===== config.mk =====
export PLATFORM = sky130hd
export DESIGN_NAME = slant_lane_tx_flat
export DESIGN_NICKNAME = d
export VERILOG_FILES = /design/src/rtl/slant_lane_tx_pkg.sv /design/src/rtl/slant_lane_tx_if.sv /design/src/rtl/slant_lane_tx.sv /design/src/flat_wrapper.sv
export SDC_FILE = /design/constraint.sdc
export NUM_CORES = 1
export LEC_CHECK = 0
export ABC_AREA = 1
export ABC_CLOCK_PERIOD_IN_PS = 1800
export CORE_MARGIN = 5
export CORE_UTILIZATION = 47
export DETAILED_ROUTE_END_ITERATION = 10
export PLACE_DENSITY = 0.73
export SLEW_MARGIN = 20
export SYNTH_ARGS = -nofsm -noshare
export SYNTH_HDL_FRONTEND = slang
export SYNTH_SLANG_ARGS = --single-unit

===== constraint.sdc =====
create_clock -name clk -period 1.8 [get_ports clk]
set_clock_uncertainty 0.15 [all_clocks]
set_input_delay 0.18 -clock clk [delete_from_list [all_inputs] [get_ports clk]]
set_output_delay 0.18 -clock clk [all_outputs]
set_load 0.01 [all_outputs]

===== src/rtl/slant_lane_tx_pkg.sv =====
// Shared Slant camera-link constants: framing patterns, symbol widths, FSM
// state codes and the header chunk selector used by both lane ends.
package slant_link_pkg;

  localparam int SYM_W    = 6;
  localparam int SAMPLE_W = 5;

  localparam logic [23:0]      FRAME0   = 24'haa8d55;
  localparam logic [23:0]      FRAME1   = 24'haab155;
  localparam logic [7:0]       HSYNC    = 8'h55;
  localparam logic [SYM_W-1:0] IDLE_SYM = 6'h00;

  typedef logic [2:0] tx_state_t;

  localparam tx_state_t ST_IDLE   = 3'd0;
  localparam tx_state_t ST_HDR    = 3'd1;
  localparam tx_state_t ST_HSYNC  = 3'd2;
  localparam tx_state_t ST_DATA_Y = 3'd3;
  localparam tx_state_t ST_DATA_C = 3'd4;
  localparam tx_state_t ST_GAP    = 3'd5;

  // Headers go out MSB chunk first, so index 0 is bits [23:18].
  function automatic logic [SYM_W-1:0] hdr_sym(input logic [23:0] hdr,
                                               input logic [1:0]  idx);
    case (idx)
      2'd0:    hdr_sym = hdr[23:18];
      2'd1:    hdr_sym = hdr[17:12];
      2'd2:    hdr_sym = hdr[11:6];
      default: hdr_sym = hdr[5:0];
    endcase
  endfunction

endpackage


===== src/rtl/slant_lane_tx_if.sv =====
// Pixel stream feeding one Slant lane transmitter: valid/ready handshake with
// a start-of-frame flag and one Y/C sample pair per beat.
interface slant_lane_tx_if;
  import slant_link_pkg::*;

  logic                s_valid;
  logic                s_ready;
  logic                s_sof;
  logic [SAMPLE_W-1:0] s_y;
  logic [SAMPLE_W-1:0] s_c;

  modport master (output s_valid, s_sof, s_y, s_c, input s_ready);
  modport slave  (input s_valid, s_sof, s_y, s_c, output s_ready);

endinterface


===== src/rtl/slant_lane_tx.sv =====
// Transmit side of one Slant lane: frames a Y/C pixel stream into headers,
// HSYNC markers, Y,C symbol pairs and idle gaps, one registered symbol per clk.
module slant_lane_tx
  import slant_link_pkg::*;
#(
  parameter int LINE_PIX    = 160,
  parameter int FRAME_LINES = 240,
  parameter int LINE_GAP    = 4
) (
  input  logic             clk,
  input  logic             rst,
  input  logic             en,
  slant_lane_tx_if.slave   pix,
  output logic [SYM_W-1:0] tx_data,
  output logic             tx_frame_odd,
  output logic             busy,
  output logic             frame_done,
  output logic             underrun
);

  localparam int PIX_W  = (LINE_PIX    > 1) ? $clog2(LINE_PIX)    : 1;
  localparam int LINE_W = (FRAME_LINES > 1) ? $clog2(FRAME_LINES) : 1;
  localparam int GAP_W  = (LINE_GAP    > 1) ? $clog2(LINE_GAP)    : 1;

  localparam logic [PIX_W-1:0]  PIX_LAST  = PIX_W'(LINE_PIX - 1);
  localparam logic [LINE_W-1:0] LINE_LAST = LINE_W'(FRAME_LINES - 1);
  localparam logic [GAP_W-1:0]  GAP_LAST  = GAP_W'(LINE_GAP - 1);

  tx_state_t           state;
  logic [1:0]          sym_cnt;
  logic [PIX_W-1:0]    pix_cnt;
  logic [LINE_W-1:0]   line_cnt;
  logic [GAP_W-1:0]    gap_cnt;
  logic [SAMPLE_W-1:0] c_hold;

  // IDLE drains stray mid-frame pixels so the next SOF lands at the head.
  always_comb begin
    pix.s_ready = 1'b0;
    if (!rst) begin
      if (state == ST_IDLE)
        pix.s_ready = pix.s_valid & ~pix.s_sof;
      else if (state == ST_DATA_Y)
        pix.s_ready = 1'b1;
    end
  end

  assign busy = (state != ST_IDLE);

  always_ff @(posedge clk) begin
    if (rst) begin
      state        <= ST_IDLE;
      sym_cnt      <= '0;
      pix_cnt      <= '0;
      line_cnt     <= '0;
      gap_cnt      <= '0;
      c_hold       <= '0;
      tx_data      <= IDLE_SYM;
      tx_frame_odd <= 1'b1;
      frame_done   <= 1'b0;
      underrun     <= 1'b0;
    end else begin
      tx_data    <= IDLE_SYM;
      frame_done <= 1'b0;
      underrun   <= 1'b0;
      case (state)
        ST_IDLE: begin
          if (en && pix.s_valid && pix.s_sof) begin
            tx_frame_odd <= ~tx_frame_odd;
            sym_cnt      <= '0;
            state        <= ST_HDR;
          end
        end
        ST_HDR: begin
          tx_data <= hdr_sym(tx_frame_odd ? FRAME1 : FRAME0, sym_cnt);
          sym_cnt <= sym_cnt + 2'd1;
          if (sym_cnt == 2'd3) begin
            line_cnt <= '0;
            state    <= ST_HSYNC;
          end
        end
        ST_HSYNC: begin
          tx_data <= HSYNC[SYM_W-1:0];
          pix_cnt <= '0;
          state   <= ST_DATA_Y;
        end
        // A missing pixel still occupies its slot so line timing never slips.
        ST_DATA_Y: begin
          if (pix.s_valid) begin
            tx_data <= {1'b0, pix.s_y};
            c_hold  <= pix.s_c;
          end else begin
            c_hold   <= '0;
            underrun <= 1'b1;
          end
          state <= ST_DATA_C;
        end
        ST_DATA_C: begin
          tx_data <= {1'b0, c_hold};
          if (pix_cnt == PIX_LAST) begin
            gap_cnt <= '0;
            state   <= ST_GAP;
          end else begin
            pix_cnt <= pix_cnt + PIX_W'(1);
            state   <= ST_DATA_Y;
          end
        end
        ST_GAP: begin
          if (gap_cnt == GAP_LAST) begin
            if (line_cnt == LINE_LAST) begin
              frame_done <= 1'b1;
              state      <= ST_IDLE;
            end else begin
              line_cnt <= line_cnt + LINE_W'(1);
              state    <= ST_HSYNC;
            end
          end else begin
            gap_cnt <= gap_cnt + GAP_W'(1);
          end
        end
        default: state <= ST_IDLE;
      endcase
    end
  end

endmodule


===== src/flat_wrapper.sv =====
// flat-port wrapper written by rule: the top's interface ports become plain ports
module slant_lane_tx_flat import slant_link_pkg::*;
#(
  parameter int LINE_PIX    = 160,
  parameter int FRAME_LINES = 240,
  parameter int LINE_GAP    = 4
)
  (clk, rst, en, tx_data, tx_frame_odd, busy, frame_done, underrun, pix_s_valid, pix_s_sof, pix_s_y, pix_s_c, pix_s_ready);
  slant_lane_tx_if pix_i ();
  input  logic clk;
  input  logic rst;
  input  logic en;
  output logic [SYM_W-1:0] tx_data;
  output logic tx_frame_odd;
  output logic busy;
  output logic frame_done;
  output logic underrun;
  input wire logic [$bits(pix_i.s_valid)-1:0] pix_s_valid;
  input wire logic [$bits(pix_i.s_sof)-1:0] pix_s_sof;
  input wire logic [$bits(pix_i.s_y)-1:0] pix_s_y;
  input wire logic [$bits(pix_i.s_c)-1:0] pix_s_c;
  output wire logic [$bits(pix_i.s_ready)-1:0] pix_s_ready;
  assign pix_i.s_valid = pix_s_valid;
  assign pix_i.s_sof = pix_s_sof;
  assign pix_i.s_y = pix_s_y;
  assign pix_i.s_c = pix_s_c;
  assign pix_s_ready = pix_i.s_ready;
  slant_lane_tx #(.LINE_PIX(LINE_PIX), .FRAME_LINES(FRAME_LINES), .LINE_GAP(LINE_GAP)) u_core (.clk(clk), .rst(rst), .en(en), .pix(pix_i), .tx_data(tx_data), .tx_frame_odd(tx_frame_odd), .busy(busy), .frame_done(frame_done), .underrun(underrun));
endmodule

==> impl_metrics.yaml, run 1 <==
worst_setup_path:
  cp_num_buf_inv: 1
  critPathSlowestCell: "clkdlybuf4s50_1"
  path_cells: "nor2_4, nand2_2, clkdlybuf4s50_1"
  start_kind: "register"
  crit_family: "buffers and inverters"
  r2r-start: "u_core.pix_cnt[0]$_SDFFE_PP0P_"
  reg2reg_to: "u_core.state[1]$_SDFFE_PP0P_"
  criticalPathCategory: "reg2out"
  rr_worst_depth: 8
  critPathCaptureType: "output pin"
  slowest_delay_ns: 0.54
  arrival_ns: 1.35
  crit_fanout: 3
  cp_num_cells: 3
  rrSetupSlack_ns: 0.15
  crit_required_ns: 1.47
final_layout:
  n_fill_cell: 382
  final_nets: 350
  postLayoutCellArea_um2: 2560
  syn_to_final_growth_pct: 24.2
  drive_gt1_share_pct: 16.2
  antenna_cells: 0
  final_core_util_pct: 59.6
  instances_no_fill: 380
floorplan:
  rows: 24
  core_um2: 4290
  die_area_um2: 5810
  io_pins: 26
  die_h_um: 76.2
  start_util_pct: 48.0
  die_w_um: 76.2
sta:
  finalHoldViolCount: 0
  slew_viol_final: 0
  hold_slack_ns: 0.309
  relSlewSlack_pct: 80.1
  rsz0062_at_grt: "false"
  max_freq_mhz: 596
  setup_viol: 0
  post-route-min-period_ns: 1.68
  period_share_pct: 93.3
  worst-slew-pin-transition_ns: 0.299
logic_synthesis:
  synth_compound_area_share_pct: 13.7
  yosys.area_share.simple_pct: 38.4
  synthAdderAreaFrac_pct: 4.25
  synth_area_per_cell_um2: 7.18
  ys_types: 37
  yosysTopAreaCellShare_pct: 36.0
  yosysTopAreaCell: "dfxtp_1"
  synth_flop_cell: "dfxtp_1"
  synth_edf_count: 0
  synth_nets: 309
  synth_top_family_by_area: "simple AND/OR/NAND/NOR gates"
  synth_seq_cells: 37
  synth_area_leaders: "dfxtp_1 36%, nand2_1 11%, nor2_1 8.7%"
  synth-xor-area-share_pct: 0.425
  synth-async-reset-ratio_pct: 0
  ys_seq_area_share_pct: 36.0
  netlist_area_um2: 2060
  muxShareOfSynthArea_pct: 0
  syn_inst: 287
  yosys_warnings: 0
power_and_ir_drop:
  pwr-share-seq_pct: 43.1
  cellLeakagePower_nw: 0.975
  p_int_mw: 1.47
  p_sw_share_pct: 28.5
  peakVddDrop_mv: 0.494
  p_comb_share_pct: 23.1
  power_density_nw_per_um2: 804
  finalPower_mw: 2.06
  clkPwrFrac_pct: 33.8
  power.switching_mw: 0.585
placement:
  io_buffers: 25
  gp_congestion: 0.810
  dpl.hpwl_mm: 3.41
  placed_cells: 373
  place_area_um2: 2440
cts:
  cts_tree: "yes"
  clock_latency_ns: 0.29
  cts_buffer_depth: 2
  cts_sinks: 37
  htreeDepth: 2
  cts_root_buffer: "clkbuf_8"
  cts_made_buffers: 5
  clkTransAtPathRegs_ns: 0.07
run_status:
  outcome: "finished, final reports clean"
global_routing:
  grt_pass1_wl_mm: 7.67
  antenna_found_initial: 0
  grt_pass1_vias: 1758
  grt_overflow: 0
  grt_max_degree: 26
  grt_use_total_pct: 15.7
routing:
  via_per_inst: 5.10
  drtPass1Iterations: 5
  wire_per_inst_um: 11.9
  vias: 1938
  ant_nets: 0
  drc: 0
  drtIter0Drc: 114
  routed_wl_mm: 4.51
min_path:
  worstHoldStart: "pix_s_c[3]"
  worstHoldPathType: "in2reg"
  min_to: "u_core.c_hold[3]$_SDFFE_PP0P_"
  hold_depth: 3
flow_run:
  cap_violations: 0
-- worst min-delay path: stages --
cell and delay (ns):
clkdlybuf4s50_1 0.39, nand2_1 0.06, o21ai_0 0.07
-- layout by cell type, fill, tap and decap left out, types with 6 or more instances in the layout --
cell type / synthesis / layout
nand2_1: 60 / 60
o21ai_0: 7 / 7
nand2_2: 8 / 8
ha_1: 7 / 7
a21oi_1: 19 / 19
buf_4: 1 / 15
dfxtp_1: 37 / 37
nand3_1: 26 / 26
a31oi_1: 6 / 6
inv_1: 23 / 23
nor2_1: 48 / 48
clkdlybuf4s50_1: 0 / 24
-- flip-flops by register name, indices dropped and copies added, names as in the netlist --
| register | count |
|---|---|
| u_core.gap_cnt | 2 |
| u_core.frame_done | 1 |
| u_core.tx_data | 6 |
| u_core.tx_frame_odd | 1 |
| u_core.line_cnt | 8 |
| u_core.state | 3 |
| u_core.sym_cnt | 2 |
| u_core.underrun | 1 |
| u_core.c_hold | 5 |
| u_core.pix_cnt | 8 |
-- per-stage QoR --
step / worst slack (ns) / setup TNS (ns)
6_report: 0.121 / 0
5_1_grt: 0.0269 / 0
4_1_cts: 0.114 / 0
3_5_place_dp: -0.149 / -0.149
3_3_place_gp: -0.168 / -0.168
2_1_floorplan: 0.280 / 0
-- metal layers --
layer	routed length [um]	vias to the layer above	global-route usage (%)
li1	-	1026	-
met3	243	6	3.78
met2	2030	39	25.3
met1	2160	867	20.5
met4	72	0	5.77
met5	0	-	0
-- power groups by stage --
| stage | clock network (mW) | registers, mW | logic (mW) |
|---|---|---|---|
| floorplan | 0 | 0.905 | 0.294 |
| global placement | 0 | 0.906 | 0.467 |
| detailed placement | 0 | 0.906 | 0.470 |
| CTS | 0.705 | 0.887 | 0.472 |
| global route | 0.744 | 0.891 | 0.525 |
| finish | 0.694 | 0.887 | 0.475 |
-- how the worst max path moves through the flow --
stage                               startpoint                         endpoint
2_1_floorplan  u_core.line_cnt[0]$_SDFFE_PP0P_  u_core.line_cnt[4]$_SDFFE_PP0P_
3_3_place_gp                               rst                      pix_s_ready
4_1_cts           u_core.state[0]$_SDFFE_PP0P_                      pix_s_ready
5_1_grt           u_core.state[0]$_SDFFE_PP0P_                      pix_s_ready
6_report          u_core.state[0]$_SDFFE_PP0P_                             busy
3_5_place_dp                               rst                      pix_s_ready
-- what timing repair did --
item / in CTS / in global routing
gates resized for setup: 1 / 2
hold buffers: 0 / 0
setup endpoints to repair: 1 / 3
setup buffers: 0 / 0
-- final cells by class --
cell class	instances	area, um^2	share of cell area [%]
Timing Repair Buffer	40	362	14.1
Tap cell	52	65.1	2.54
Clock inverter	2	35.0	1.37
Clock buffer	5	68.8	2.69
Multi-Input combinational cell	217	1180	46.1
Sequential cell	37	741	29.0
Inverter	27	106	4.16
-- cell usage after synthesis, types with 4 or more instances --
cell type  count
dfxtp_1       37
a31oi_1        6
a21oi_1       19
nand2_2        8
o21ai_0        7
inv_1         23
nand2_1       60
nand3_2        4
nor2_1        48
ha_1           7
nand3_1       26
-- cell families (layout without fill, tap and decap cells) --
logic type               Yosys count  in the layout
AO/OA/AOI/OAI                     46             46
flip-flops                        37             37
adder cells (fa/ha/maj)            7              7
buffers and inverters             33             74
XOR/XNOR                           1              1
AND/OR/NAND/NOR                  163            163
No activity file was read; power rests on OpenSTA's default activity.
==> inputs of run 2 (changes only) <==
Settings changed: ABC_CLOCK_PERIOD_IN_PS 1800 to 1450, CTS_CLUSTER_SIZE set to 30, PLACE_DENSITY 0.73 to 0.76, SLEW_MARGIN 20 to unset.
Clock period 1.8 ns to 1.45 ns, I/O delays scaled along.
==> impl_metrics.yaml, run 2 (synthesis gave the netlist of run 1 again) <==
run_status:
  outcome: "finished with violations"
  violations: "setup timing"
placement:
  placed_cells: 401
  place_area_um2: 2670
  io_buffers: 25
  post-place-ws_ns: -0.448
  gp_congestion: 0.816
  dpl.hpwl_mm: 3.78
cts:
  htreeDepth: 2
  cts_tree: "yes"
  clock_latency_ns: 0.30
  cts_sinks: 37
  cts_root_buffer: "clkbuf_8"
  clkTransAtPathRegs_ns: 0.07
  cts_buffer_depth: 2
  cts_made_buffers: 5
final_layout:
  postLayoutCellArea_um2: 3140
  layout_common_cells: "55 x nand2_1, 45 x buf_4, 41 x nor2_1, 28 x dfxtp_1, 22 x inv_1"
  drive_gt1_share_pct: 35.4
  syn_to_final_growth_pct: 52.2
  largestRegisters: "u_core.line_cnt x8, u_core.pix_cnt x8, u_core.tx_data x6"
  antenna_cells: 0
  final_nets: 388
  final_common_cell: "nand2_1"
  instances_no_fill: 419
routing:
  wire_per_inst_um: 13.9
  routed_wl_mm: 5.84
  vias: 2236
  via_per_inst: 5.34
  ant_nets: 0
  drtIter0Drc: 148
  drtPass1Iterations: 4
  drc: 0
worst_setup_path:
  critPathSlowestCell: "dfxtp_4"
  timing.critical_path.mode_cell: "nor2_1"
  crit_required_ns: 1.48
  crit_family: "simple AND/OR/NAND/NOR gates"
  crit_fanout: 6
  cp_num_cells: 8
  path_cells: "buf_6, nand2_2, nor2_8, nand2_4, nand3_4, nor2_1, nor2_1, nor2_1"
  r2r-start: "u_core.state[0]$_SDFFE_PP0P_"
  crit_start: "u_core.state[0]$_SDFFE_PP0P_"
  rr_worst_depth: 8
  critPathCaptureType: "register"
  cp_num_buf_inv: 1
  arrival_ns: 1.53
  start_kind: "register"
  criticalPathCategory: "reg2reg"
  slowest_delay_ns: 0.37
global_routing:
  antenna_found_initial: 0
  grt_pass1_vias: 2069
  grt_max_degree: 26
  grt_overflow: 0
  grt_use_total_pct: 19.5
  grt_pass1_wl_mm: 9.41
power_and_ir_drop:
  cellLeakagePower_nw: 1.36
  peakVddDrop_mv: 0.727
  power_density_nw_per_um2: 907
sta:
  worst-slew-pin-transition_ns: 0.314
  post-route-min-period_ns: 1.50
  rsz0062_at_grt: "true"
  setup_viol: 12
  period_share_pct: 103
  slew_viol_final: 0
  finalHoldViolCount: 0
  max_freq_mhz: 667
  relSlewSlack_pct: 79.0
  layout_setup_ws_ns: -0.0499
floorplan:
  start_util_pct: 48.0
  core_um2: 4290
  rows: 24
  io_pins: 26
  die_area_um2: 5810
  die_h_um: 76.2
  die_w_um: 76.2
min_path:
  worstHoldStart: "pix_s_c[2]"
  worstHoldPathType: "in2reg"
  hold_depth: 3
flow_run:
  cap_violations: 0
run 2: changes by cell type in the layout (fill, tap and decap cells not counted), moves of 5 or more:
cell,delta
dlymetal6s2s_1,+6
dfxtp_2,+7
buf_6,+5
buf_4,+30
nand3_4,+6
nor2_1,-7
dfxtp_1,-9
clkdlybuf4s50_1,-10
nand3_1,-5
nand2_4,+8
nand2_1,-5
run 2: power by group:
part / switching [mW] / internal (mW) / total [mW]
Sequential: 0.0376 / 1.07 / 1.11
Combinational: 0.446 / 0.351 / 0.796
Clock: 0.376 / 0.561 / 0.937
Total: 0.860 / 1.99 / 2.85
run 2: worst register-to-register path, stage by stage (launching register included):
cell and delay, ns:
dfxtp_4 0.37, buf_6 0.14, nand2_2 0.11, nor2_8 0.19, nand2_4 0.10, nand3_4 0.13
nor2_1 0.05, nor2_1 0.11, nor2_1 0.04
run 2: area by class of cell:
class | count | area [um^2]
clock buffers | 7 | 86.3
clock inverters | 1 | 30.0
fillers | 302 | 1160
inverters | 27 | 114
multi-input cells | 218 | 1400
flip-flops and latches | 37 | 757
well taps | 52 | 65.1
repair buffers | 77 | 681
run 2: metrics by stage:
step	TNS, ns	hold slack [ns]	power (mW)	util, %
after floorplan	-0.00453	0.0674	1.49	-
after global placement	-1.96	0.313	1.75	62.2
after detailed placement	-2.93	0.323	1.76	62.2
after CTS	-0.0647	0.257	2.71	68.6
after global routing	-1.52	0.279	2.98	73.0
final	-0.232	0.262	2.85	73.0
run 2: final timing paths:
| path | end | slack [ns] |
|---|---|---|
| setup / recovery | u_core.line_cnt[6]$_SDFFE_PP0P_ | -0.05 |
| hold reg to reg | u_core.gap_cnt[1]$_SDFFE_PP0P_ | 0.34 |
| setup reg to reg | u_core.line_cnt[6]$_SDFFE_PP0P_ | -0.05 |
| hold / removal | u_core.c_hold[2]$_SDFFE_PP0P_ | 0.26 |
run 2: per-layer routing:
| layer | share of wire [%] | vias up | track usage, % |
|---|---|---|---|
| li1 | - | 1101 | - |
| met1 | 43 | 1054 | 24.7 |
| met2 | 49 | 69 | 30.9 |
| met3 | 5.6 | 12 | 4.96 |
| met4 | 2.0 | 0 | 9.09 |
| met5 | 0 | - | 0 |
run 2: repair_timing:
action                                 4_1_cts  5_1_grt
endpoints found under the hold margin        0        0
pin swaps                                   16       20
cloned                                       2        0
setup buffers                                3        6
setup endpoints to repair                   31       35
gates resized for setup                     38       46
hold buffers                                 0        0
==> inputs of run 3 (changes only) <==
Settings changed: CAP_MARGIN set to 20, CORE_UTILIZATION 47 to 50, PLACE_DENSITY 0.76 to 0.8.
==> impl_metrics.yaml, run 3 (synthesis gave the netlist of run 1 again) <==
final_layout:
  layout_common_cells: "54 x nand2_1, 46 x buf_4, 36 x nor2_1, 27 x dfxtp_1, 22 x inv_1"
  multi_input_area_um2: 1460
  final_common_cell: "nand2_1"
  syn_to_final_growth_pct: 56.0
  antenna_cells: 0
  postLayoutCellArea_um2: 3210
  largestRegisters: "u_core.line_cnt x8, u_core.pix_cnt x8, u_core.tx_data x6"
  drive_gt1_share_pct: 42.2
  instances_no_fill: 420
  seq_area_um2: 761
  n_fill_cell: 205
  final_nets: 391
sta:
  setup_viol: 29
  period_share_pct: 109
  post-route-min-period_ns: 1.58
  slew_viol_final: 0
  worst-slew-pin-transition_ns: 0.255
  layout_setup_ws_ns: -0.128
  finalHoldViolCount: 0
  rsz0062_at_grt: "true"
  max_freq_mhz: 634
  relSlewSlack_pct: 83.0
  tns_ns: -1.76
placement:
  dpl.hpwl_mm: 3.96
  placed_cells: 399
  post-place-ws_ns: -0.411
  gp_congestion: 0.842
  place_area_um2: 2670
  io_buffers: 25
routing:
  routed_wl_mm: 8.06
  wire_per_inst_um: 19.2
  drc: 0
  vias: 2558
  ant_nets: 0
  via_per_inst: 6.09
  drtPass1Iterations: 5
  drtIter0Drc: 275
worst_setup_path:
  criticalPathCategory: "reg2reg"
  critPathCaptureType: "register"
  crit_required_ns: 1.53
  arrival_ns: 1.66
  r2r-start: "u_core.state[1]$_SDFFE_PP0P_"
  start_kind: "register"
  crit_fanout: 6
  rr_worst_depth: 9
  crit_start: "u_core.state[1]$_SDFFE_PP0P_"
global_routing:
  grt_pass1_wl_mm: 9.38
  grt_overflow: 0
  antenna_found_initial: 0
  grt_use_total_pct: 22.1
  grt_max_degree: 15
  grt_pass1_vias: 2151
cts:
  cts_sinks: 37
  clkTransAtPathRegs_ns: 0.08
  cts_buffer_depth: 2
  cts_made_buffers: 5
  cts_tree: "yes"
  cts_root_buffer: "clkbuf_8"
  htreeDepth: 2
  clock_latency_ns: 0.30
run_status:
  violations: "setup timing"
  outcome: "finished with violations"
floorplan:
  die_area_um2: 5500
  io_pins: 26
  start_util_pct: 51.5
  die_h_um: 74.2
  rows: 23
  core_um2: 4000
  die_w_um: 74.2
flow_run:
  cap_violations: 0
min_path:
  worstHoldPathType: "in2reg"
  hold_depth: 3
  worstHoldStart: "pix_s_y[1]"
power_and_ir_drop:
  cellLeakagePower_nw: 1.37
  peakVddDrop_mv: 0.887
  power_density_nw_per_um2: 927
==> run 3: changes by cell type in the layout (fill, tap and decap cells not counted), sizes merged <==
| cell | change |
|---|---|
| buf | +4 |
| clkbuf | -3 |
| dlygate4sd2 | +3 |
| dlymetal6s2s | -3 |
| clkinv | +1 |
| clkinvlp | +1 |
==> run 3: where the power goes <==
group	total [mW]	internal, mW	switching, mW
clock	0.938	0.515	0.423
combinational	0.924	0.394	0.530
sequential	1.12	1.07	0.0402
total	2.98	1.98	0.993
==> run 3: path summary, 6_finish.rpt <==
check             slack [ns]                         endpoint
hold / removal          0.28     u_core.tx_data[1]$_SDFF_PP0_
hold reg to reg         0.35   u_core.gap_cnt[1]$_SDFFE_PP0P_
setup / recovery       -0.13  u_core.line_cnt[6]$_SDFFE_PP0P_
setup reg to reg       -0.13  u_core.line_cnt[6]$_SDFFE_PP0P_
==> run 3: stage by stage <==
step / hold slack, ns / util [%] / total power, mW
5_1_grt: 0.306 / 80.3 / 3.06
3_5_place_dp: 0.327 / 66.8 / 1.81
3_3_place_gp: 0.314 / 66.8 / 1.79
2_1_floorplan: 0.0674 / - / 1.49
4_1_cts: 0.263 / 73.1 / 2.77
6_report: 0.279 / 80.3 / 2.98
==> run 3: routing by layer <==
layer	GRT usage, %	vias to the layer above	share of wire, %
met1	25.0	1186	35
met5	0	-	0
li1	-	1106	-
met2	40.1	200	49
met4	8.25	0	7.0
met3	5.14	66	8.7
==> run 3: layout make-up <==
class	count	share of cell area [%]
repair buffers	80	21.8
well taps	50	1.95
clock inverters	3	1.44
inverters	27	3.47
flip-flops and latches	37	23.7
clock buffers	5	2.14
multi-input cells	218	45.5
==> run 3: critical path: stages, from the launching register on <==
cell and delay [ns]:
dfxtp_4 0.37, buf_8 0.14, inv_6 0.06, nand2_4 0.05, buf_4 0.15, a21oi_4 0.16, nand3_4 0.15, nor2_2 0.11
nor2_1 0.04, nor2_1 0.11
==> run 3: what timing repair did <==
item / in CTS / in global routing
hold buffers: 0 / 0
resized for setup: 52 / 54
pin swaps: 17 / 27
buffers inserted: 2 / 10
gates cloned: 1 / 0
setup endpoints to repair: 35 / 33
